**config.mk**
```make
export PLATFORM = sky130hd
export DESIGN_NAME = mem_stage_sram_like_flat
export DESIGN_NICKNAME = d
export VERILOG_FILES = /design/src/rtl/mem_stage_pkg.sv /design/src/rtl/mem_stage_sram_like_if.sv /design/src/rtl/mem_load_align.sv /design/src/rtl/mem_stage_sram_like.sv /design/src/flat_wrapper.sv
export SDC_FILE = /design/constraint.sdc
export NUM_CORES = 1
export LEC_CHECK = 0
export BUFFER_PORTS_ARGS = -buffer_cell sky130_fd_sc_hd__buf_2
export CAP_MARGIN = 20
export CORE_MARGIN = 5
export CORE_UTILIZATION = 49
export DETAILED_ROUTE_END_ITERATION = 7
export GPL_TIMING_DRIVEN = 0
export PLACE_DENSITY = 0.79
export SYNTH_ARGS = -nofsm -noshare
export SYNTH_HDL_FRONTEND = slang
export SYNTH_SLANG_ARGS = --single-unit
```
**constraint.sdc**
```tcl
create_clock -name clk -period 24.7 [get_ports clk]
set_input_delay 0 -clock clk [delete_from_list [all_inputs] [get_ports clk]]
set_output_delay 0 -clock clk [all_outputs]
set_load 0.01 [all_outputs]
```
**src/rtl/mem_stage_pkg.sv**
```systemverilog
// Shared constants for the memory-access stage: load-op one-hot layout,
// CP0 exception codes and GPR byte-write-enable encodings.
package mem_stage_pkg;

  localparam int LOAD_OP_WD = 7;

  // One-hot load_op bit positions, {lwr,lwl,lw,lhu,lh,lbu,lb}
  localparam int LB  = 0;
  localparam int LBU = 1;
  localparam int LH  = 2;
  localparam int LHU = 3;
  localparam int LW  = 4;
  localparam int LWL = 5;
  localparam int LWR = 6;

  localparam logic [4:0] EXC_INT  = 5'h00;
  localparam logic [4:0] EXC_ADEL = 5'h04;
  localparam logic [4:0] EXC_ADES = 5'h05;
  localparam logic [4:0] EXC_SYS  = 5'h08;
  localparam logic [4:0] EXC_BP   = 5'h09;
  localparam logic [4:0] EXC_RI   = 5'h0a;
  localparam logic [4:0] EXC_OV   = 5'h0c;

  localparam logic [3:0] RF_WE_NONE = 4'b0000;
  localparam logic [3:0] RF_WE_ALL  = 4'b1111;

  function automatic logic [3:0] lwl_we(input logic [1:0] a);
    return RF_WE_ALL << ~a;
  endfunction

  function automatic logic [3:0] lwr_we(input logic [1:0] a);
    return RF_WE_ALL >> a;
  endfunction

endpackage

```
**src/rtl/mem_stage_sram_like_if.sv**
```systemverilog
// EX->MS->WB pipeline bus, SRAM-like data response, flush and forwarding
// signals of the memory stage; slave is the stage, master is its environment.
interface mem_stage_sram_like_if #(
  parameter int PAYLOAD_WD = 64
);
  logic                  es_to_ms_valid;
  logic                  ms_allowin;
  logic [31:0]           es_pc;
  logic [31:0]           es_alu_result;
  logic [6:0]            es_load_op;
  logic                  es_mem_req;
  logic                  es_gr_we;
  logic [4:0]            es_dest;
  logic                  es_ex;
  logic [PAYLOAD_WD-1:0] es_payload;
  logic                  es_req_inflight;
  logic                  data_sram_data_ok;
  logic [31:0]           data_sram_rdata;
  logic                  ws_allowin;
  logic                  ms_to_ws_valid;
  logic [31:0]           ms_pc;
  logic [31:0]           ms_result;
  logic [3:0]            ms_rf_we;
  logic [4:0]            ms_dest;
  logic                  ms_ex;
  logic [PAYLOAD_WD-1:0] ms_payload;
  logic                  ms_valid;
  logic                  ms_fwd_valid;
  logic                  ms_fwd_stall;
  logic [4:0]            ms_fwd_dest;
  logic [31:0]           ms_fwd_data;
  logic                  handle_ex;

  modport slave (
    input  es_to_ms_valid, es_pc, es_alu_result, es_load_op, es_mem_req,
           es_gr_we, es_dest, es_ex, es_payload, es_req_inflight,
           data_sram_data_ok, data_sram_rdata, ws_allowin, handle_ex,
    output ms_allowin, ms_to_ws_valid, ms_pc, ms_result, ms_rf_we, ms_dest,
           ms_ex, ms_payload, ms_valid, ms_fwd_valid, ms_fwd_stall,
           ms_fwd_dest, ms_fwd_data
  );

  modport master (
    output es_to_ms_valid, es_pc, es_alu_result, es_load_op, es_mem_req,
           es_gr_we, es_dest, es_ex, es_payload, es_req_inflight,
           data_sram_data_ok, data_sram_rdata, ws_allowin, handle_ex,
    input  ms_allowin, ms_to_ws_valid, ms_pc, ms_result, ms_rf_we, ms_dest,
           ms_ex, ms_payload, ms_valid, ms_fwd_valid, ms_fwd_stall,
           ms_fwd_dest, ms_fwd_data
  );

endinterface

```
**src/rtl/mem_load_align.sv**
```systemverilog
// Combinational load-data alignment and extension, including the partial
// byte-enables of LWL/LWR. Non-loads return zero data with {4{gr_we}}.
module mem_load_align
  import mem_stage_pkg::*;
(
  input  logic [31:0]           rdata,
  input  logic [1:0]            addr_low,
  input  logic [LOAD_OP_WD-1:0] load_op,
  input  logic                  gr_we,
  output logic [31:0]           result,
  output logic [3:0]            rf_we
);

  logic [31:0]        shifted_r;
  logic [31:0]        shifted_l;
  logic signed [7:0]  sel_byte;
  logic signed [15:0] sel_half;

  always_comb begin
    shifted_r = rdata >> {addr_low, 3'b000};
    shifted_l = rdata << {~addr_low, 3'b000};
    sel_byte  = shifted_r[7:0];
    sel_half  = addr_low[1] ? rdata[31:16] : rdata[15:0];
    result    = 32'h0;
    rf_we     = {4{gr_we}};
    if (load_op[LB])       result = {{24{sel_byte[7]}}, sel_byte};
    else if (load_op[LBU]) result = {24'h0, sel_byte};
    else if (load_op[LH])  result = {{16{sel_half[15]}}, sel_half};
    else if (load_op[LHU]) result = {16'h0, sel_half};
    else if (load_op[LW])  result = rdata;
    else if (load_op[LWL]) begin
      result = shifted_l;
      rf_we  = lwl_we(addr_low) & {4{gr_we}};
    end else if (load_op[LWR]) begin
      result = shifted_r;
      rf_we  = lwr_we(addr_low) & {4{gr_we}};
    end
  end

endmodule

```
**src/rtl/mem_stage_sram_like.sv**
```systemverilog
// MEM stage for a variable-latency SRAM-like data port: holds loads until
// data_ok, buffers rdata under WB stall, drops flushed responses. Macro MS_FWD_EN.
module mem_stage_sram_like
  import mem_stage_pkg::*;
#(
  parameter int PAYLOAD_WD = 64,
  parameter int MAX_CANCEL = 3
) (
  input logic                  clk,
  input logic                  reset,
  mem_stage_sram_like_if.slave bus
);

  localparam int CNT_W = $clog2(MAX_CANCEL + 1);
  localparam logic [CNT_W:0]   CNT_LIMIT = (CNT_W + 1)'(MAX_CANCEL);
  localparam logic [CNT_W-1:0] CNT_SAT   = CNT_W'(MAX_CANCEL);

  logic                  vld_p1;
  logic [31:0]           pc_p1;
  logic [31:0]           alu_result_p1;
  logic [LOAD_OP_WD-1:0] load_op_p1;
  logic                  mem_req_p1;
  logic                  gr_we_p1;
  logic [4:0]            dest_p1;
  logic                  ex_p1;
  logic [PAYLOAD_WD-1:0] payload_p1;

  logic             buf_valid;
  logic [31:0]      buf_data;
  logic [CNT_W-1:0] cancel_cnt;
  logic [CNT_W:0]   cnt_next;

  logic        waiting, live_ok, ready_go, allowin, to_ws_valid, is_load;
  logic [31:0] load_data, align_result, result;
  logic [3:0]  align_we;

  assign waiting     = vld_p1 && mem_req_p1 && !ex_p1 && !buf_valid;
  assign live_ok     = bus.data_sram_data_ok && (cancel_cnt == '0);
  assign ready_go    = !mem_req_p1 || ex_p1 || buf_valid || live_ok;
  assign allowin     = !vld_p1 || (ready_go && bus.ws_allowin);
  assign to_ws_valid = vld_p1 && ready_go;
  assign is_load     = |load_op_p1;
  assign load_data   = buf_valid ? buf_data : bus.data_sram_rdata;

  // EX -> MS boundary
  always_ff @(posedge clk) begin
    if (reset || bus.handle_ex) vld_p1 <= 1'b0;
    else if (allowin)           vld_p1 <= bus.es_to_ms_valid;
  end

  always_ff @(posedge clk) begin
    if (bus.es_to_ms_valid && allowin) begin
      pc_p1         <= bus.es_pc;
      alu_result_p1 <= bus.es_alu_result;
      load_op_p1    <= bus.es_load_op;
      mem_req_p1    <= bus.es_mem_req;
      gr_we_p1      <= bus.es_gr_we;
      dest_p1       <= bus.es_dest;
      ex_p1         <= bus.es_ex;
      payload_p1    <= bus.es_payload;
    end
  end

  // Response held here while WB stalls, so data_ok is consumed exactly once
  always_ff @(posedge clk) begin
    if (reset || bus.handle_ex)            buf_valid <= 1'b0;
    else if (to_ws_valid && bus.ws_allowin) buf_valid <= 1'b0;
    else if (waiting && live_ok)           buf_valid <= 1'b1;
  end

  always_ff @(posedge clk) begin
    if (waiting && live_ok && !bus.ws_allowin) buf_data <= bus.data_sram_rdata;
  end

  always_comb begin
    cnt_next = {1'b0, cancel_cnt};
    if (bus.data_sram_data_ok && (cancel_cnt != '0))
      cnt_next = cnt_next - {{CNT_W{1'b0}}, 1'b1};
    if (bus.handle_ex)
      cnt_next = cnt_next + {{CNT_W{1'b0}}, waiting && !live_ok}
                          + {{CNT_W{1'b0}}, bus.es_req_inflight};
  end

  always_ff @(posedge clk) begin
    if (reset) begin
      cancel_cnt <= '0;
    end else begin
      assert (cnt_next <= CNT_LIMIT);
      cancel_cnt <= (cnt_next > CNT_LIMIT) ? CNT_SAT : cnt_next[CNT_W-1:0];
    end
  end

  mem_load_align u_align (
    .rdata    (load_data),
    .addr_low (alu_result_p1[1:0]),
    .load_op  (load_op_p1),
    .gr_we    (gr_we_p1),
    .result   (align_result),
    .rf_we    (align_we)
  );

  assign result = is_load ? align_result : alu_result_p1;

  assign bus.ms_allowin     = allowin;
  assign bus.ms_to_ws_valid = to_ws_valid;
  assign bus.ms_valid       = vld_p1;
  assign bus.ms_pc          = pc_p1;
  assign bus.ms_result      = result;
  assign bus.ms_rf_we       = ex_p1 ? RF_WE_NONE : align_we;
  assign bus.ms_dest        = dest_p1;
  assign bus.ms_ex          = ex_p1;
  assign bus.ms_payload     = payload_p1;

`ifdef MS_FWD_EN
  assign bus.ms_fwd_valid = vld_p1 && gr_we_p1 && !ex_p1 && (dest_p1 != 5'd0);
  assign bus.ms_fwd_stall = vld_p1 && is_load && !ready_go;
  assign bus.ms_fwd_dest  = dest_p1;
  assign bus.ms_fwd_data  = result;
`else
  assign bus.ms_fwd_valid = 1'b0;
  assign bus.ms_fwd_stall = 1'b0;
  assign bus.ms_fwd_dest  = 5'd0;
  assign bus.ms_fwd_data  = 32'd0;
`endif

endmodule

```
**src/flat_wrapper.sv**
```systemverilog
// flat-port wrapper written by rule: the top's interface ports become plain ports
module mem_stage_sram_like_flat import mem_stage_pkg::*;
#(
  parameter int PAYLOAD_WD = 64,
  parameter int MAX_CANCEL = 3
)
  (clk, reset, bus_es_to_ms_valid, bus_es_pc, bus_es_alu_result, bus_es_load_op, bus_es_mem_req, bus_es_gr_we, bus_es_dest, bus_es_ex, bus_es_payload, bus_es_req_inflight, bus_data_sram_data_ok, bus_data_sram_rdata, bus_ws_allowin, bus_handle_ex, bus_ms_allowin, bus_ms_to_ws_valid, bus_ms_pc, bus_ms_result, bus_ms_rf_we, bus_ms_dest, bus_ms_ex, bus_ms_payload, bus_ms_valid, bus_ms_fwd_valid, bus_ms_fwd_stall, bus_ms_fwd_dest, bus_ms_fwd_data);
  mem_stage_sram_like_if #(.PAYLOAD_WD(PAYLOAD_WD)) bus_i ();
  input logic clk;
  input logic reset;
  input wire logic [$bits(bus_i.es_to_ms_valid)-1:0] bus_es_to_ms_valid;
  input wire logic [$bits(bus_i.es_pc)-1:0] bus_es_pc;
  input wire logic [$bits(bus_i.es_alu_result)-1:0] bus_es_alu_result;
  input wire logic [$bits(bus_i.es_load_op)-1:0] bus_es_load_op;
  input wire logic [$bits(bus_i.es_mem_req)-1:0] bus_es_mem_req;
  input wire logic [$bits(bus_i.es_gr_we)-1:0] bus_es_gr_we;
  input wire logic [$bits(bus_i.es_dest)-1:0] bus_es_dest;
  input wire logic [$bits(bus_i.es_ex)-1:0] bus_es_ex;
  input wire logic [$bits(bus_i.es_payload)-1:0] bus_es_payload;
  input wire logic [$bits(bus_i.es_req_inflight)-1:0] bus_es_req_inflight;
  input wire logic [$bits(bus_i.data_sram_data_ok)-1:0] bus_data_sram_data_ok;
  input wire logic [$bits(bus_i.data_sram_rdata)-1:0] bus_data_sram_rdata;
  input wire logic [$bits(bus_i.ws_allowin)-1:0] bus_ws_allowin;
  input wire logic [$bits(bus_i.handle_ex)-1:0] bus_handle_ex;
  output wire logic [$bits(bus_i.ms_allowin)-1:0] bus_ms_allowin;
  output wire logic [$bits(bus_i.ms_to_ws_valid)-1:0] bus_ms_to_ws_valid;
  output wire logic [$bits(bus_i.ms_pc)-1:0] bus_ms_pc;
  output wire logic [$bits(bus_i.ms_result)-1:0] bus_ms_result;
  output wire logic [$bits(bus_i.ms_rf_we)-1:0] bus_ms_rf_we;
  output wire logic [$bits(bus_i.ms_dest)-1:0] bus_ms_dest;
  output wire logic [$bits(bus_i.ms_ex)-1:0] bus_ms_ex;
  output wire logic [$bits(bus_i.ms_payload)-1:0] bus_ms_payload;
  output wire logic [$bits(bus_i.ms_valid)-1:0] bus_ms_valid;
  output wire logic [$bits(bus_i.ms_fwd_valid)-1:0] bus_ms_fwd_valid;
  output wire logic [$bits(bus_i.ms_fwd_stall)-1:0] bus_ms_fwd_stall;
  output wire logic [$bits(bus_i.ms_fwd_dest)-1:0] bus_ms_fwd_dest;
  output wire logic [$bits(bus_i.ms_fwd_data)-1:0] bus_ms_fwd_data;
  assign bus_i.es_to_ms_valid = bus_es_to_ms_valid;
  assign bus_i.es_pc = bus_es_pc;
  assign bus_i.es_alu_result = bus_es_alu_result;
  assign bus_i.es_load_op = bus_es_load_op;
  assign bus_i.es_mem_req = bus_es_mem_req;
  assign bus_i.es_gr_we = bus_es_gr_we;
  assign bus_i.es_dest = bus_es_dest;
  assign bus_i.es_ex = bus_es_ex;
  assign bus_i.es_payload = bus_es_payload;
  assign bus_i.es_req_inflight = bus_es_req_inflight;
  assign bus_i.data_sram_data_ok = bus_data_sram_data_ok;
  assign bus_i.data_sram_rdata = bus_data_sram_rdata;
  assign bus_i.ws_allowin = bus_ws_allowin;
  assign bus_i.handle_ex = bus_handle_ex;
  assign bus_ms_allowin = bus_i.ms_allowin;
  assign bus_ms_to_ws_valid = bus_i.ms_to_ws_valid;
  assign bus_ms_pc = bus_i.ms_pc;
  assign bus_ms_result = bus_i.ms_result;
  assign bus_ms_rf_we = bus_i.ms_rf_we;
  assign bus_ms_dest = bus_i.ms_dest;
  assign bus_ms_ex = bus_i.ms_ex;
  assign bus_ms_payload = bus_i.ms_payload;
  assign bus_ms_valid = bus_i.ms_valid;
  assign bus_ms_fwd_valid = bus_i.ms_fwd_valid;
  assign bus_ms_fwd_stall = bus_i.ms_fwd_stall;
  assign bus_ms_fwd_dest = bus_i.ms_fwd_dest;
  assign bus_ms_fwd_data = bus_i.ms_fwd_data;
  mem_stage_sram_like #(.PAYLOAD_WD(PAYLOAD_WD), .MAX_CANCEL(MAX_CANCEL)) u_core (.clk(clk), .reset(reset), .bus(bus_i));
endmodule
```
==> metrics.md, run 1 <==
| Metric | Value |
|---|---|
| Run status | `finished, violations left` |
| Failing checks | `DRC` |
| Root Buffer Master | `sky130_fd_sc_hd__clkbuf_16` |
| Startpoint type of the worst setup path | `register` |
| Max Freq | `286 MHz` |
| Power density over the cells | `58.3 mW/mm²` |
| Number of antenna-violating nets in the routed design | `0` |
| Maximum Capacitance Violations | `0` |
| Number of flip-flops and latches in the synthesized netlist | `~180` |
| Type of the most critical hold path | `input port to register` |
| Vias | `8305` |
| Final HPWL from detailed placement | `roughly 23000 µm` |
| Hold Violations, Final | `0` |
| GRT Resource Usage Total | `roughly 33%` |
| Synthesis Warnings | `0` |
| TritonCTS clock tree | `built` |
| Synth async-reset ratio | `0%` |
| Final WL | `35100 µm` |
| Post-Layout Inst Area | `about 0.014 mm²` |
| Slew headroom | `36.7%` |
| Required time reported for the critical path endpoint | `between 20 and 25 ns` |
| Tightest Pin Transition | `roughly 0.95 ns` |
| Sinks on the clock net | `179` |
| Latest clock arrival within the worst-skew pair | `approximately 0.45 ns` |
| Mean area per synthesized cell | `between 10 and 15 µm²` |
| Sequential-to-total area share from yosys stat | `60.2%` |
| WL per Instance | `24.3 µm` |
| Instance area after placement | `about 0.011 mm²` |
| Fraction of layout cells with a size suffix above 1 | `approximately 41%` |
| Final-stage net count | `~1400` |
| Count of final max-slew check failures | `0` |
| Largest vdd supply drop | `between 0.05 and 0.06 mV` |
| Category of the worst setup path capture point | `output pin` |
| Critical path arrival | `around 3.5 ns` |
| Number of instances in the synthesized netlist | `between 600 and 700` |
| Number of cells after detailed placement | `between 1000 and 1500` |
| Clock buffers created by TritonCTS | `17` |
| Pre-antenna DRT Iters | `8` |
| Largest net degree at the start of global routing | `35` |
| Relative area change from synthesis to final layout | `52.6%` |
| Antenna violations before repair | `1` |
| Crit Path Category | `register to output pin` |
| Gates resized, CTS repair | `0` |
| Global-route wire length before repair | `between 50000 and 60000 µm` |
| Post-CTS clock slew at the launch and capture registers of the worst setup and hold paths | `0.08 ns` |
| Worst Skew | `0.0138 ns` |
| Distinct cell type count after synthesis | `54` |
| Crit share post-route | `between 10% and 20%` |
| Number of setup violations in the final report | `0` |
| Via/cell ratio | `about 5.8` |
| Number of hold buffers added after CTS | `181` |
| Cell repeated most along the worst path | `sky130_fd_sc_hd__clkbuf_1` |
| Chip Width | `about 140 µm` |
| Top_reg_cell synth | `sky130_fd_sc_hd__edfxtp_1` |
| Initial Utilization | `49.5%` |
| Detailed router's first-iteration violation count | `roughly 1100` |
| Non-filler cells, final | `1443` |
| DRC | `5` |
| Overflow after GRT | `0` |
| Vertical die dimension | `around 140 µm` |
| Static leakage | `between 0.005 and 0.006 µW` |
| DIE AREA | `roughly 0.021 mm²` |
| Leading cell type in the layout, fill and taps excluded | `sky130_fd_sc_hd__buf_2` |
| Number of top-level pins | `roughly 360` |
| Number of global-route vias before repair | `~8400` |
| Post-Synthesis Cell Area | `approximately 0.0089 mm²` |
| Post-CTS Setup Bufs | `0` |
| Sum Neg Setup Slack | `0 ns` |
| Peak fanout along the critical path | `10` |
| Pre-CTS WS | `around 22 ns` |
| Diodes inserted | `0` |
| Cell Chain, Critical Path | `clkbuf_1, clkbuf_1, mux4_2, mux2_2, a221oi_1, o22ai_1, buf_2` |
| Master of the slowest instance on the critical path | `sky130_fd_sc_hd__a221oi_1` |
| Number of synthesized flops with an enable pin | `between 150 and 200` |
| Worst stage delay on the critical path | `0.66 ns` |
| Post-Route Utilization | `75.6%` |
| Placeable core region | `about 0.018 mm²` |
| Cell row count | `49` |
| Number of port buffers | `~320` |
| Final Worst Setup Slack | `about 21 ns` |
| RSZ-0062 raised after global routing | `no` |
| Clock Path Buffers | `2` |
| Number of levels the H-tree was split into | `4` |
| Global placement routability congestion | `roughly 0.96` |
| Tmin final | `between 3 and 4 ns` |
| Highest-count cells in the layout ignoring fill and taps | `333 x sky130_fd_sc_hd__buf_2, 181 x sky130_fd_sc_hd__dlygate4sd3_1, 175 x sky130_fd_sc_hd__edfxtp_1` |
==> cells by family (layout without fill, tap and decap cells) <==
logic type / after synthesis / in the layout / synth area share, %
AO/OA/AOI/OAI: 137 / 137 / 11.0
other: 1 / 39 / 0.0423
adder cells (fa/ha/maj): 3 / 3 / 0.508
AND/OR/NAND/NOR: 128 / 128 / 6.66
flip-flops: 179 / 179 / 60.2
multiplexers: 91 / 91 / 15.3
XOR/XNOR: 1 / 1 / 0.0988
buffers and inverters: 89 / 636 / 6.17
==> where the power goes <==
group | internal (µW) | switching, µW
sequential | 351 | 6.16
combinational | 70.3 | 77.5
clock | 139 | 143
==> cells in the mapped netlist, types with 8 or more instances <==
library cell / number / area, µm²
sky130_fd_sc_hd__o21ai_0: 18 / 90.1
sky130_fd_sc_hd__mux2i_1: 29 / 290
sky130_fd_sc_hd__o22a_1: 8 / 70.1
sky130_fd_sc_hd__a221oi_1: 14 / 123
sky130_fd_sc_hd__buf_4: 43 / 323
sky130_fd_sc_hd__mux4_2: 24 / 541
sky130_fd_sc_hd__a21oi_2: 9 / 78.8
sky130_fd_sc_hd__inv_1: 12 / 45.0
sky130_fd_sc_hd__a21oi_1: 33 / 165
sky130_fd_sc_hd__edfxtp_1: 175 / 5260
sky130_fd_sc_hd__nand2_1: 35 / 131
sky130_fd_sc_hd__nor2_1: 58 / 218
sky130_fd_sc_hd__o22ai_1: 8 / 50.1
sky130_fd_sc_hd__a211oi_1: 13 / 97.6
sky130_fd_sc_hd__mux2_2: 30 / 338
sky130_fd_sc_hd__clkbuf_1: 10 / 37.5
sky130_fd_sc_hd__buf_2: 11 / 55.1
==> worst max-delay path, delay by kind of cell, from the launching register on <==
family	cells	cell delay [ns]
muxes	2	0.74
buffers and inverters	3	1.14
AOI/OAI and AO/OA	2	0.85
DFF	1	0.32
==> state kept, by name, summed over array words and instances, names as in the netlist, 2 cells and up <==
register / flops
u_core.bus.ms_dest: 5
u_core.alu_result_p1: 32
u_core.bus.ms_pc: 32
u_core.bus.ms_payload: 64
u_core.buf_data: 32
u_core.load_op_p1: 7
u_core.cancel_cnt: 2
==> through the flow <==
step / hold slack [ns] / total power [µW]
floorplan: 0.0728 / 428
global placement: 0.176 / 480
detailed placement: 0.178 / 480
CTS: 0.0494 / 779
global route: 0.129 / 812
finish: 0.0781 / 788
==> final timing paths <==
kind	start	end	slack, ns	cells past startpoint
setup reg to reg	u_core.buf_valid$_SDFFE_PP0P_	u_core.alu_result_p1[8]$_DFFE_PP_	21.61	9
hold reg to reg	u_core.bus.ms_valid$_SDFFE_PP0N_	u_core.buf_valid$_SDFFE_PP0P_	0.66	1
setup / recovery	u_core.alu_result_p1[1]$_DFFE_PP_	bus_ms_result[29]	21.21	7
hold / removal	bus_data_sram_data_ok	u_core.buf_valid$_SDFFE_PP0P_	0.08	5
==> per-layer routing <==
layer / global-route usage (%) / part of all wire [%] / vias up
met2: 56.0 / 49 / 687
met1: 40.0 / 34 / 3933
met5: 0 / 0.037 / -
li1: - / - / 3535
met4: 19.4 / 7.0 / 2
met3: 6.94 / 10 / 148
==> area by class of cell <==
type / instances / area (µm²)
buffer: 76 / 498
clock buffer: 17 / 425
clock inverter: 15 / 205
fill: 1124 / 4380
inverter: 13 / 48.8
multi-input combinational: 399 / 3140
sequential: 179 / 5340
tap: 229 / 287
timing repair buffer: 515 / 3590
Power figures use the tool's default switching activity.
==> inputs of run 2 (changes only) <==
- ABC_AREA: default -> 1
- CORE_UTILIZATION: 49 -> 44
- PLACE_DENSITY: 0.79 -> 0.75
- clock period: 24.7 -> 3.1 ns (I/O delays scaled with it)
==> metrics.md, run 2 <==
| Metric | Value |
|---|---|
| Mean area per synthesized cell | `9.83 µm² (-30%)` |
| Category of the worst setup path capture point | `register` |
| Latest clock arrival within the worst-skew pair | `0.45 ns (about the same)` |
| Most frequent cell after synthesis | `sky130_fd_sc_hd__nand2_1` |
| Number of setup violations in the final report | `0 (unchanged)` |
| RSZ-0062 raised after global routing | `no` |
| Clock buffers created by TritonCTS | `17 (unchanged)` |
| Startpoint of the lowest-slack register-to-register path | `u_core.buf_valid$_SDFFE_PP0P_` |
| Number of global-route vias before repair | `9026 (+7.3%)` |
| Top post-synthesis cells by area | `sky130_fd_sc_hd__edfxtp_1 60%, sky130_fd_sc_hd__nand2_1 13%, sky130_fd_sc_hd__nand3_1 9.0%, sky130_fd_sc_hd__buf_4 4.4%, sky130_fd_sc_hd__inv_1 1.7%` |
| DRC | `0 (-5)` |
| Final-stage net count | `1648 (+19%)` |
| Max Freq | `~400 MHz` |
| TritonCTS clock tree | `built` |
| Vertical die dimension | `152 µm (+4.9%)` |
| Top_reg_cell synth | `sky130_fd_sc_hd__edfxtp_1` |
| Sum Neg Setup Slack | `0 ns (unchanged)` |
| Post-Synthesis Cell Area | `0.00881 mm² (-0.54%)` |
| GRT Resource Usage Total | `31.5% (-1.9 points)` |
| Most used standard cells in the synthesized netlist | `309 x sky130_fd_sc_hd__nand2_1, 175 x sky130_fd_sc_hd__edfxtp_1, 159 x sky130_fd_sc_hd__nand3_1` |
| Run status | `completed` |
| Post-Layout Inst Area | `0.0135 mm² (-0.46%)` |
| Relative area change from synthesis to final layout | `52.7% (about the same)` |
| Pre-CTS WS | `0.583 ns (-21.08 ns)` |
| Crit Path Category | `register to register` |
| Count of final max-slew check failures | `0 (unchanged)` |
| Via/cell ratio | `5.10 (-11%)` |
| Number of antenna-violating nets in the routed design | `0 (unchanged)` |
| Peak fanout along the critical path | `29 (+19)` |
| Startpoint type of the worst setup path | `register` |
| Sinks on the clock net | `179 (unchanged)` |
| Critical path arrival | `2.67 ns (-0.82 ns)` |
| Cell row count | `51 (+4.1%)` |
| Initial Utilization | `45.0% (-4.5 points)` |
| Number of port buffers | `322 (unchanged)` |
| Final Worst Setup Slack | `0.576 ns (-20.63 ns)` |
| Number of flip-flops and latches in the synthesized netlist | `179 (unchanged)` |
| Post-route worst hold slack | `0.0469 ns (-0.0312 ns)` |
| Pre-antenna DRT Iters | `5 (-3)` |
| Reg-to-reg slack, setup | `0.58 ns (-21.03 ns)` |
| Synth async-reset ratio | `0% (unchanged)` |
| Final HPWL from detailed placement | `24900 µm (+10%)` |
| Sequential-to-total area share from yosys stat | `60.5% (+0.32 points)` |
| Worst setup path start | `u_core.buf_valid$_SDFFE_PP0P_` |
| DIE AREA | `0.0230 mm² (+10%)` |
| Non-filler cells, final | `1741 (+21%)` |
| Largest area contributor in the synthesized netlist | `sky130_fd_sc_hd__edfxtp_1` |
| Root Buffer Master | `sky130_fd_sc_hd__clkbuf_16` |
| Detailed router's first-iteration violation count | `705 (-35%)` |
| Post-CTS clock slew at the launch and capture registers of the worst setup and hold paths | `0.08 ns (about the same)` |
| Largest vdd supply drop | `0.404 mV (+700%)` |
| Fraction of layout cells with a size suffix above 1 | `31.9% (-9.4 points)` |
| Required time reported for the critical path endpoint | `3.24 ns (-21.46 ns)` |
| Placeable core region | `0.0196 mm² (+9.4%)` |
| Multi-input gate area | `0.00290 mm² (-7.6%)` |
| Leading cell type in the layout, fill and taps excluded | `sky130_fd_sc_hd__buf_2` |
| Tightest Pin Transition | `0.813 ns (-0.136 ns)` |
| Maximum Capacitance Violations | `0 (unchanged)` |
| Number of synthesized flops with an enable pin | `175 (unchanged)` |
| Max reg flops | `64 (unchanged)` |
| Tmin final | `2.52 ns` |
| Distinct cell type count after synthesis | `37 (-31%)` |
| Clock Path Buffers | `2 (unchanged)` |
| Number of cells after detailed placement | `1529 (+25%)` |
| Number of top-level pins | `362 (unchanged)` |
| Number of instances in the synthesized netlist | `897 (+43%)` |
| Crit share post-route | `about 80%` |
| Yosys top cell area share | `59.6% (+0.32 points)` |
| Overflow after GRT | `0 (unchanged)` |
| Diodes inserted | `0 (unchanged)` |
| Static leakage | `0.00621 µW (+11%)` |
| Number of levels the H-tree was split into | `4 (unchanged)` |
| Highest-count cells in the layout ignoring fill and taps | `335 x sky130_fd_sc_hd__buf_2, 308 x sky130_fd_sc_hd__nand2_1, 180 x sky130_fd_sc_hd__dlygate4sd3_1` |
| Slew headroom | `45.6% (+8.8 points)` |
| Vias | `8878 (+6.9%)` |
| Instance area after placement | `0.0111 mm² (about the same)` |
| Hold Violations, Final | `0 (unchanged)` |
| WL per Instance | `20.8 µm (-15%)` |
| Final WL | `36200 µm (+3.1%)` |
| Power density over the cells | `470 mW/mm² (+710%)` |
| Worst Hold Launch | `bus_data_sram_data_ok` |
| Sequential cell area | `0.00534 mm² (about the same)` |
| Largest net degree at the start of global routing | `39 (+11%)` |
| Synthesis Warnings | `0 (unchanged)` |
| Type of the most critical hold path | `input port to register` |
| Number of filler cells placed in the layout | `1474 (+31%)` |
| Gates resized, CTS repair | `0 (unchanged)` |
| Global placement routability congestion | `0.964 (+0.73%)` |
| Antenna violations before repair | `0 (-1)` |
| Worst Skew | `0.0138 ns (-0.00000510 ns)` |
| Chip Width | `152 µm (+4.9%)` |
| Global-route wire length before repair | `52900 µm (+3.2%)` |
-- run 2: cell types whose count changed after synthesis, sizes merged, moves of 13 or more --
| cell | change |
|---|---|
| a21oi | -21 |
| nand2 | +287 |
| mux2 | -32 |
| inv | +35 |
| a221oi | -14 |
| o21ai | +13 |
| nand3 | +156 |
| nor2 | -39 |
| mux2i | -29 |
| a211oi | -13 |
| mux4 | -30 |
-- run 2: cell type report --
| type | instances | area share (%) |
|---|---|---|
| Multi-Input combinational cell | 630 | 21.6 |
| Clock buffer | 17 | 3.16 |
| Sequential cell | 179 | 39.6 |
| Tap cell | 265 | 2.46 |
| Buffer | 78 | 4.14 |
| Inverter | 48 | 1.39 |
| Timing Repair Buffer | 509 | 26.3 |
| Clock inverter | 15 | 1.33 |
-- run 2: worst max-delay path, stage by stage, from the launching register on --
cell	delay [ns]
sky130_fd_sc_hd__dfxtp_2	0.33
sky130_fd_sc_hd__buf_6	0.16
sky130_fd_sc_hd__inv_8	0.06
sky130_fd_sc_hd__buf_6	0.14
sky130_fd_sc_hd__nand4_1	0.14
sky130_fd_sc_hd__nand2_1	0.09
sky130_fd_sc_hd__nand2_2	0.07
sky130_fd_sc_hd__inv_2	0.05
sky130_fd_sc_hd__nor2_4	0.24
sky130_fd_sc_hd__buf_12	0.24
sky130_fd_sc_hd__buf_12	0.23
sky130_fd_sc_hd__buf_12	0.22
sky130_fd_sc_hd__buf_16	0.20
-- run 2: kinds of logic after synthesis --
family	Yosys count	share of synthesized area [%]
AOI/OAI and AO/OA	72	4.95
adders and majority gates	3	0.511
xor gates and xnor gates	1	0.0994
and+or+nand+nor	515	25.4
DFF	179	60.5
buffers and inverters	126	8.45
other	1	0.0425
-- run 2: routing by layer --
layer | global-route usage [%] | vias to the layer above | part of all wire [%]
met5 | 0 | - | 0
met3 | 6.13 | 110 | 8.5
met4 | 17.4 | 0 | 6.3
met1 | 36.7 | 4062 | 35
li1 | - | 4128 | -
met2 | 54.7 | 578 | 50
-- run 2: where the power goes --
part / total (µW) / internal [µW] / switching [µW]
clock: 2230 / 1100 / 1140
combinational: 1240 / 542 / 698
sequential: 2850 / 2800 / 46.9
total: 6320 / 4440 / 1880
-- run 2: final timing paths --
kind	to	cells after the start
hold / removal	u_core.cancel_cnt[0]$_SDFF_PP0_	5
hold reg to reg	u_core.buf_valid$_SDFFE_PP0P_	3
setup reg to reg	u_core.alu_result_p1[7]$_DFFE_PP_	12
setup / recovery	u_core.alu_result_p1[7]$_DFFE_PP_	12
-- run 2: what timing repair did --
item                                    CTS  global route
setup buffers                             0             0
endpoints found under the setup margin    0             0
hold buffers                            180             0
endpoints found under the hold margin   188             0
-- run 2: through the flow --
stage | utilization (%) | power (µW)
3_3_place_gp | 55.7 | 3870
5_1_grt | 68.7 | 6560
3_5_place_dp | 56.4 | 3900
4_1_cts | 68.7 | 6250
2_1_floorplan | - | 3450
6_report | 68.7 | 6320
